**config.mk**
```make
export PLATFORM = sky130hd
export DESIGN_NAME = dpram_rr_arbiter
export DESIGN_NICKNAME = d
export VERILOG_FILES = /design/src/rtl/dpram_rr_arbiter.sv
export SDC_FILE = /design/constraint.sdc
export NUM_CORES = 1
export LEC_CHECK = 0
export ABC_AREA = 1
export CORE_ASPECT_RATIO = 0.75
export CORE_MARGIN = 4
export CORE_UTILIZATION = 28
export DETAILED_ROUTE_END_ITERATION = 16
export GPL_TIMING_DRIVEN = 1
export MAX_ROUTING_LAYER = met4
export PLACE_DENSITY = 0.92
export SLEW_MARGIN = 20
export SYNTH_ARGS = -nofsm -noshare
export SYNTH_HDL_FRONTEND = slang
export SYNTH_SLANG_ARGS = --single-unit
```
**constraint.sdc**
```tcl
create_clock -name clk -period 3.89 [get_ports clk]
set_input_delay 0.5835 -clock clk [delete_from_list [all_inputs] [get_ports clk]]
set_output_delay 0.5835 -clock clk [all_outputs]
set_load 0.02 [all_outputs]
```
**src/rtl/dpram_rr_arbiter.sv**
```systemverilog
// dpram_rr_arbiter
//   Two-requester round-robin arbiter in front of a 256x32 DPRAM Avalon-MM slave
//   with no waitrequest, fixed 1-cycle read latency and registered readdatavalid.
//   At most one command reaches the slave per cycle. Read returns come back in
//   order and are steered to the issuing port using a small tag FIFO.
//
// Ports
//   clk, reset_n          clock, asynchronous active-low reset
//   m0_* / m1_*           requester Avalon-MM ports (address, read, write,
//                         writedata, waitrequest, readdata, readdatavalid)
//   s_*                   slave-side command outputs and read-return inputs
module dpram_rr_arbiter #(
   parameter int ADDR_W      = 8,
   parameter int DATA_W      = 32,
   parameter int MAX_PENDING = 4
) (
   input  logic              clk,
   input  logic              reset_n,
   input  logic [ADDR_W-1:0] m0_address,
   input  logic              m0_read,
   input  logic              m0_write,
   input  logic [DATA_W-1:0] m0_writedata,
   output logic              m0_waitrequest,
   output logic [DATA_W-1:0] m0_readdata,
   output logic              m0_readdatavalid,
   input  logic [ADDR_W-1:0] m1_address,
   input  logic              m1_read,
   input  logic              m1_write,
   input  logic [DATA_W-1:0] m1_writedata,
   output logic              m1_waitrequest,
   output logic [DATA_W-1:0] m1_readdata,
   output logic              m1_readdatavalid,
   output logic [ADDR_W-1:0] s_address,
   output logic              s_read,
   output logic              s_write,
   output logic [DATA_W-1:0] s_writedata,
   input  logic [DATA_W-1:0] s_readdata,
   input  logic              s_readdatavalid
);

   localparam int PTR_W = $clog2(MAX_PENDING);
   localparam int CNT_W = PTR_W + 1;
   localparam logic [CNT_W-1:0] CNT_MAX = CNT_W'(MAX_PENDING);

   logic             last_grant;
   logic [CNT_W-1:0] pend_cnt;
   logic [PTR_W-1:0] wr_ptr;
   logic [PTR_W-1:0] rd_ptr;
   logic             tag_mem [MAX_PENDING];

   logic rd_ok;
   logic elig0;
   logic elig1;
   logic grant0;
   logic grant1;
   logic push;
   logic pop;
   logic head_tag;

   // Eligibility looks only at the registered count, so a return popping in
   // this cycle frees its slot for the next cycle, not this one.
   always_comb begin
      rd_ok  = (pend_cnt < CNT_MAX);
      elig0  = m0_write | (m0_read & rd_ok);
      elig1  = m1_write | (m1_read & rd_ok);
      grant0 = 1'b0;
      grant1 = 1'b0;
      if (elig0 && elig1) begin
         grant0 = last_grant;
         grant1 = ~last_grant;
      end else begin
         grant0 = elig0;
         grant1 = elig1;
      end
   end

   assign m0_waitrequest = (m0_read | m0_write) & ~grant0;
   assign m1_waitrequest = (m1_read | m1_write) & ~grant1;

   // Write wins when a port raises read and write together.
   always_comb begin
      s_address   = m0_address;
      s_writedata = m0_writedata;
      s_read      = grant0 & m0_read & ~m0_write;
      s_write     = grant0 & m0_write;
      if (grant1) begin
         s_address   = m1_address;
         s_writedata = m1_writedata;
         s_read      = m1_read & ~m1_write;
         s_write     = m1_write;
      end
   end

   assign push     = s_read;
   // Returns arriving with nothing outstanding are strays (e.g. across reset).
   assign pop      = s_readdatavalid & (pend_cnt != '0);
   assign head_tag = tag_mem[rd_ptr];

   assign m0_readdatavalid = pop & ~head_tag;
   assign m1_readdatavalid = pop & head_tag;
   assign m0_readdata      = s_readdata;
   assign m1_readdata      = s_readdata;

   always_ff @(posedge clk or negedge reset_n) begin
      if (!reset_n) begin
         last_grant <= 1'b1;
         pend_cnt   <= '0;
         wr_ptr     <= '0;
         rd_ptr     <= '0;
      end else begin
         if (grant0 | grant1)
            last_grant <= grant1;
         if (push)
            wr_ptr <= wr_ptr + PTR_W'(1);
         if (pop)
            rd_ptr <= rd_ptr + PTR_W'(1);
         case ({push, pop})
            2'b10:   pend_cnt <= pend_cnt + CNT_W'(1);
            2'b01:   pend_cnt <= pend_cnt - CNT_W'(1);
            default: pend_cnt <= pend_cnt;
         endcase
      end
   end

   // Tag storage needs no reset: entries are only read after being written.
   always_ff @(posedge clk) begin
      if (push)
         tag_mem[wr_ptr] <= grant1;
   end

endmodule

```
# Word-level counts from Yosys, hierarchy flattened
# Memory sizes are Yosys's and may differ from the RTL's.
# Cells that the tools add are included.
# Widths: inputs -> output; s select.
[totals] mem_count=1 out_inout_bits=110 reg_bits=8 ramBits=4 word_cells=46
[mem_list] name="tag_mem" words=4 width=1 read_ports=1 rd_clocked_by_memory_dff=0 wr=1 line_no="49" source="logic tag_mem [MAX_PENDING];"
[classes] n_reduce_logical=3 add_sub_neg=4 n_eq_ne=2 order_cmp=1 muxes=9 n_bitwise=22
[ops] op="$mux 32" n=1
[ops] op="$and 1x1->1" n=11
[ops] op="$mux 8" n=1
[ops] op="$mux 1" n=6
[ops] op="$not 1->1" n=6
[ops] op="$pmux 3 s2" n=1
[ops] op="$or 1x1->1" n=5
[ops] op="$add 2x1->2 const B" n=2
[ops] op="$add 3x1->3 const B" n=1
[ops] op="$lt 3x3->1 const B" n=1
[ops] op="$reduce_bool 3->1" n=1
[ops] op="$sub 3x1->3 const B" n=1
[ops] op="$eq 2x1->1 const B" n=1
[ops] op="$eq 2x2->1 const B" n=1
[ops] op="$reduce_bool 2->1" n=1
[ops] op="$logic_and 1x1->1" n=1

# Logic depth before layout (Yosys ltp)
[depth] ltp_word=10 ltp_mapped=12 mapped_depth_nobuf=12

# Worst setup path before layout
# Ideal clock, no wire load.
[synth_timing] kind="input to register" startpoint="input port m1_write" endpoint="register pend_cnt[2]" setup_ns=0.079 arrival_ns=2.311 slack_ns=1.500 stages=12 cell_sequence="inv_1 -> nand2_1 -> nand3_1 -> nand2_1 -> nand2_1 -> inv_1 -> ha_1 -> inv_1 -> fa_1 -> or2_2 -> nand2_1 -> xor2_1"
[synth_via] elab_chain_len=8
[synth_lines] item="start: declaration" line_no="28" source="input logic m1_write,"
[synth_lines] item="$or 1x1->1" line_no="65" source="elig1 = m1_write | (m1_read & rd_ok);"
[synth_lines] item="$logic_and 1x1->1" line_no="68" source="if (elig0 && elig1) begin"
[synth_lines] item="$mux 1" line_no="68"
[synth_lines] item="$and 1x1->1 (2 in series)" line_no="84" source="s_read = grant0 & m0_read & ~m0_write;"
[synth_lines] item="$mux 1 (*)" line_no="86" source="if (grant1) begin"
[synth_lines] item="net s_read" line_no="34" source="output logic s_read,"
[synth_lines] item="$eq 2x1->1 / $eq 2x2->1 (equally long branches)" line_no="117" source="case ({push, pop})"
[synth_lines] item="$pmux 3 s2 / $reduce_bool 2->1 (equally long branches)"
[synth_lines] item="end signal: assignment" line_no="118" source="2'b10: pend_cnt <= pend_cnt + CNT_W'(1);"
[synth_lines] item="end signal: assignment" line_no="119" source="2'b01: pend_cnt <= pend_cnt - CNT_W'(1);"
[synth_lines] item="end signal: assignment" line_no="120" source="default: pend_cnt <= pend_cnt;"
[synth_lines] item="end: declaration" line_no="46" source="logic [CNT_W-1:0] pend_cnt;"
# The timed path passes the listed nets; every way through them passes the cells marked *.
# A chain may end at the register's enable or synchronous reset.

# Final worst setup path
[layout_timing] startpoint="input port m0_write" endpoint="output port s_writedata[21]"
[layout_via] elab_chain_len=4
[layout_lines] item="start: declaration" line_no="21" source="input logic m0_write,"
[layout_lines] item="$or 1x1->1" line_no="64" source="elig0 = m0_write | (m0_read & rd_ok);"
[layout_lines] item="$logic_and 1x1->1" line_no="68"
[layout_lines] item="$mux 1" line_no="68"
[layout_lines] item="$mux 32" line_no="86"
[layout_lines] item="end: declaration" line_no="36" source="output logic [DATA_W-1:0] s_writedata,"
# No other way between the ends.

==> metrics.md <==
| Metric | Value |
|---|---|
| Final Cycle Share | `81.92%` |
| Initial antenna violation count | `0` |
| RSZ-0062 raised after global routing | `false` |
| Total track usage | `15.96%` |
| Largest net degree at the start of global routing | `27` |
| Iteration count of the initial detailed-routing pass | `4` |
| Nets | `477` |
| Largest driver fanout on the critical path | `26` |
| Pwr Total | `between 1 and 1.5 mW` |
| Synth top area cells | `nand2_1, buf_4, dfrtp_1` |
| Placed insts | `425` |
| Max Slew Vio Count | `0` |
| TritonCTS Sinks | `12` |
| Final setup viols | `0` |
| Max frequency | `0.3138 GHz` |
| Drc violations | `0` |
| CP Capture Type | `primary output` |
| First-pass GRT wire length | `between 9 and 10 mm` |
| Yosys warning count | `0` |
| PortBufs | `132` |
| Root Driver | `clkbuf_8` |
| Syn Std Cell Area | `between 1500 and 2000 um2` |
| Die Ht | `about 76 um` |
| Vias in the first global route | `1,785` |
| Starting Density | `29.25%` |
| Most used flip-flop cell after synthesis | `dfrtp_1` |
| Synth async-reset ratio | `between 60% and 70%` |
| Minimum clock period | `3.187 ns` |
| Post-CTS Setup Inserts | `0` |
| Synth Register Bits | `12` |
| Yosys top cell area share | `a little under a third` |
| FF-to-FF Start | `pend_cnt[2]` |
| Worst-Margin Slew | `0.4171 ns` |
| PD cells | `roughly 550 nW/um2` |
| Worst Hold Class | `reg -> reg` |
| Number of synthesized flops with an enable pin | `4` |
| Worst Path Arrival | `2.60 ns` |
| Grt total ovfl | `0` |
| Depth of the worst register-to-register path | `11` |
| Critical path data required time | `3.31 ns` |
| Layout cell share with drive strength beyond 1 | `3.704%` |
| Relative slew margins | `72.11%` |
| Final Non-Filler Cells | `429` |
| Critical path class | `in -> out` |
| Hold Path Stages | `1` |
| Post-synth net total | `408` |
| Seq/Total Area, Yosys | `18.58%` |
| # Max-Cap Violations | `0` |
| TritonCTS clock tree | `yes` |
| Setup WS post-layout | `about 0.7 ns` |
| VDD IR-drop max | `about 0.19 mV` |
| Setup TNS | `0 ns` |
| Vias post-DR | `1,856` |
| Hold endpoint | `pend_cnt[0]` |
| Setup Slack @ Placement | `0.6866 ns` |
| Clock-pin transition on the worst setup and hold timing paths | `0.06 ns` |
| Number of hold buffers added after CTS | `0` |
| Max clock buf depth | `2` |
| Worst-skew pair later-pin latency | `0.24 ns` |
| Final wirelength | `6.344 mm` |
| CTS Buf Count | `3` |
| Final HPWL DP | `5.375 mm` |
| Die X | `98.78 um` |
| Core ar. | `just under 6000 um2` |
| Die Footprint | `7515 um2` |
| Hold_sp | `pend_cnt[0]` |
| Final ANT Viol Nets | `0` |
| Num rows | `24` |
| Vias/cell | `4.326` |
| Syn Inst Count | `about 280` |
| Wire length per cell | `14.79 um` |
| CTS resizes | `0` |
| Gpl congestion | `0.8522` |
| Top Ports | `roughly 230` |
| Critical Path Source Type | `primary input` |
| Post-synthesis cell type count | `24` |
| Final hold vios | `0` |
| Post-Place Cell Area | `2638 um2` |
| Most common library cells after synthesis | `nand2_1, buf_4, inv_1` |
| Post-Syn Area per Cell | `6.115 um2` |
| Register-to-register path setup slack | `1.46 ns` |
| Design area | `2683 um2` |
| H-tree levels | `1` |
| Skew final | `0.003090 ns` |
| Leading area contributor after synthesis | `nand2_1` |
| Leak Pwr | `around 1.3 nW` |
| First DRT Iteration DRCs | `69` |
| Synth-to-Final Area Change | `55.03%` |
| Most frequent cell after synthesis | `nand2_1` |
| Status | `completed` |
| Antenna cells | `0` |
| Worst r2r dst | `pend_cnt[2]` |
-- worst max-delay path, cell delays in order --
cell and delay [ns]:
clkdlybuf4s50_1 0.51, inv_1 0.07, nand2_1 0.10, nand3_2 0.10
nand2_2 0.11, buf_4 0.29, nand2_1 0.09, nand2_1 0.13
clkdlybuf4s50_1 0.62
-- placed cells by master, fill, tap and decap left out --
master	netlist	layout
buf_4	64	5
a21boi_0	1	1
nor3_1	2	2
o211ai_1	2	2
clkdlybuf4s50_1	0	132
a21oi_1	3	3
clkbuf_8	0	3
dfstp_2	1	1
clkinv_1	0	1
fa_1	1	1
edfxtp_1	4	4
nor2_1	5	5
nand2_2	1	1
nand3_2	1	1
xnor2_1	2	2
inv_1	20	20
or2_2	1	1
nand3_1	5	5
inv_4	1	1
nand2_1	144	144
o21ai_0	3	3
xor2_1	1	1
dfrtp_1	7	7
ha_1	5	5
-- area by class of cell --
type / count / area, um2
inverter: 21 / 81.33
fill: 553 / 3233
clock buffer: 3 / 41.29
tap: 78 / 97.59
multi-input combinational: 177 / 778.2
timing repair buffer: 137 / 1359
sequential: 12 / 321.6
clock inverter: 1 / 3.754
-- logic make-up after synthesis --
| kind of cell | Yosys count | share of synthesized area, % |
|---|---|---|
| AO/OA/AOI/OAI | 9 | 3.036 |
| XOR/XNOR | 3 | 1.519 |
| adder cells (fa/ha/maj) | 6 | 4.772 |
| buffers and inverters | 94 | 36.44 |
| flip-flops | 12 | 18.58 |
| AND/OR/NAND/NOR | 159 | 35.65 |
-- report_power, final --
part | switching, mW | internal [mW]
Clock | 0.0458 | 0.0696
Combinational | 0.621 | 0.511
Sequential | 0.0486 | 0.189
Total | 0.715 | 0.770
-- registers in the layout, indices dropped and copies added (netlist names) --
name	cells
pend_cnt	3
rd_ptr	2
tag_mem	4
wr_ptr	2
last_grant	1
-- stage by stage --
step | util, % | hold WS [ns]
2_1_floorplan | - | 0.2879
4_1_cts | 45.35 | 0.4743
5_1_grt | 45.35 | 0.4892
6_report | 45.35 | 0.4810
3_5_place_dp | 44.59 | 0.4648
3_3_place_gp | 44.59 | 0.4639
-- how the worst max path moves through the flow --
stage / from / end / slack, ns / depth (start not counted)
final: m0_write / s_writedata[21] / 0.70 / 9
after global routing: m0_write / s_writedata[25] / 0.56 / 9
after CTS: m0_write / s_writedata[21] / 0.69 / 9
after detailed placement: m0_write / s_writedata[21] / 0.69 / 9
after global placement: m0_write / s_writedata[19] / 0.73 / 9
after floorplan: m1_write / pend_cnt[2] / 1.50 / 12
-- layer usage --
metal / global-route usage (%) / vias up / wire (um)
met4: 4.366 / 0 / 104
met1: 17.26 / 808 / 2454
met3: 8.051 / 8 / 803
met5: - / - / 0
met2: 25.87 / 123 / 2981
li1: - / 917 / -
Power figures use the tool's default switching activity.
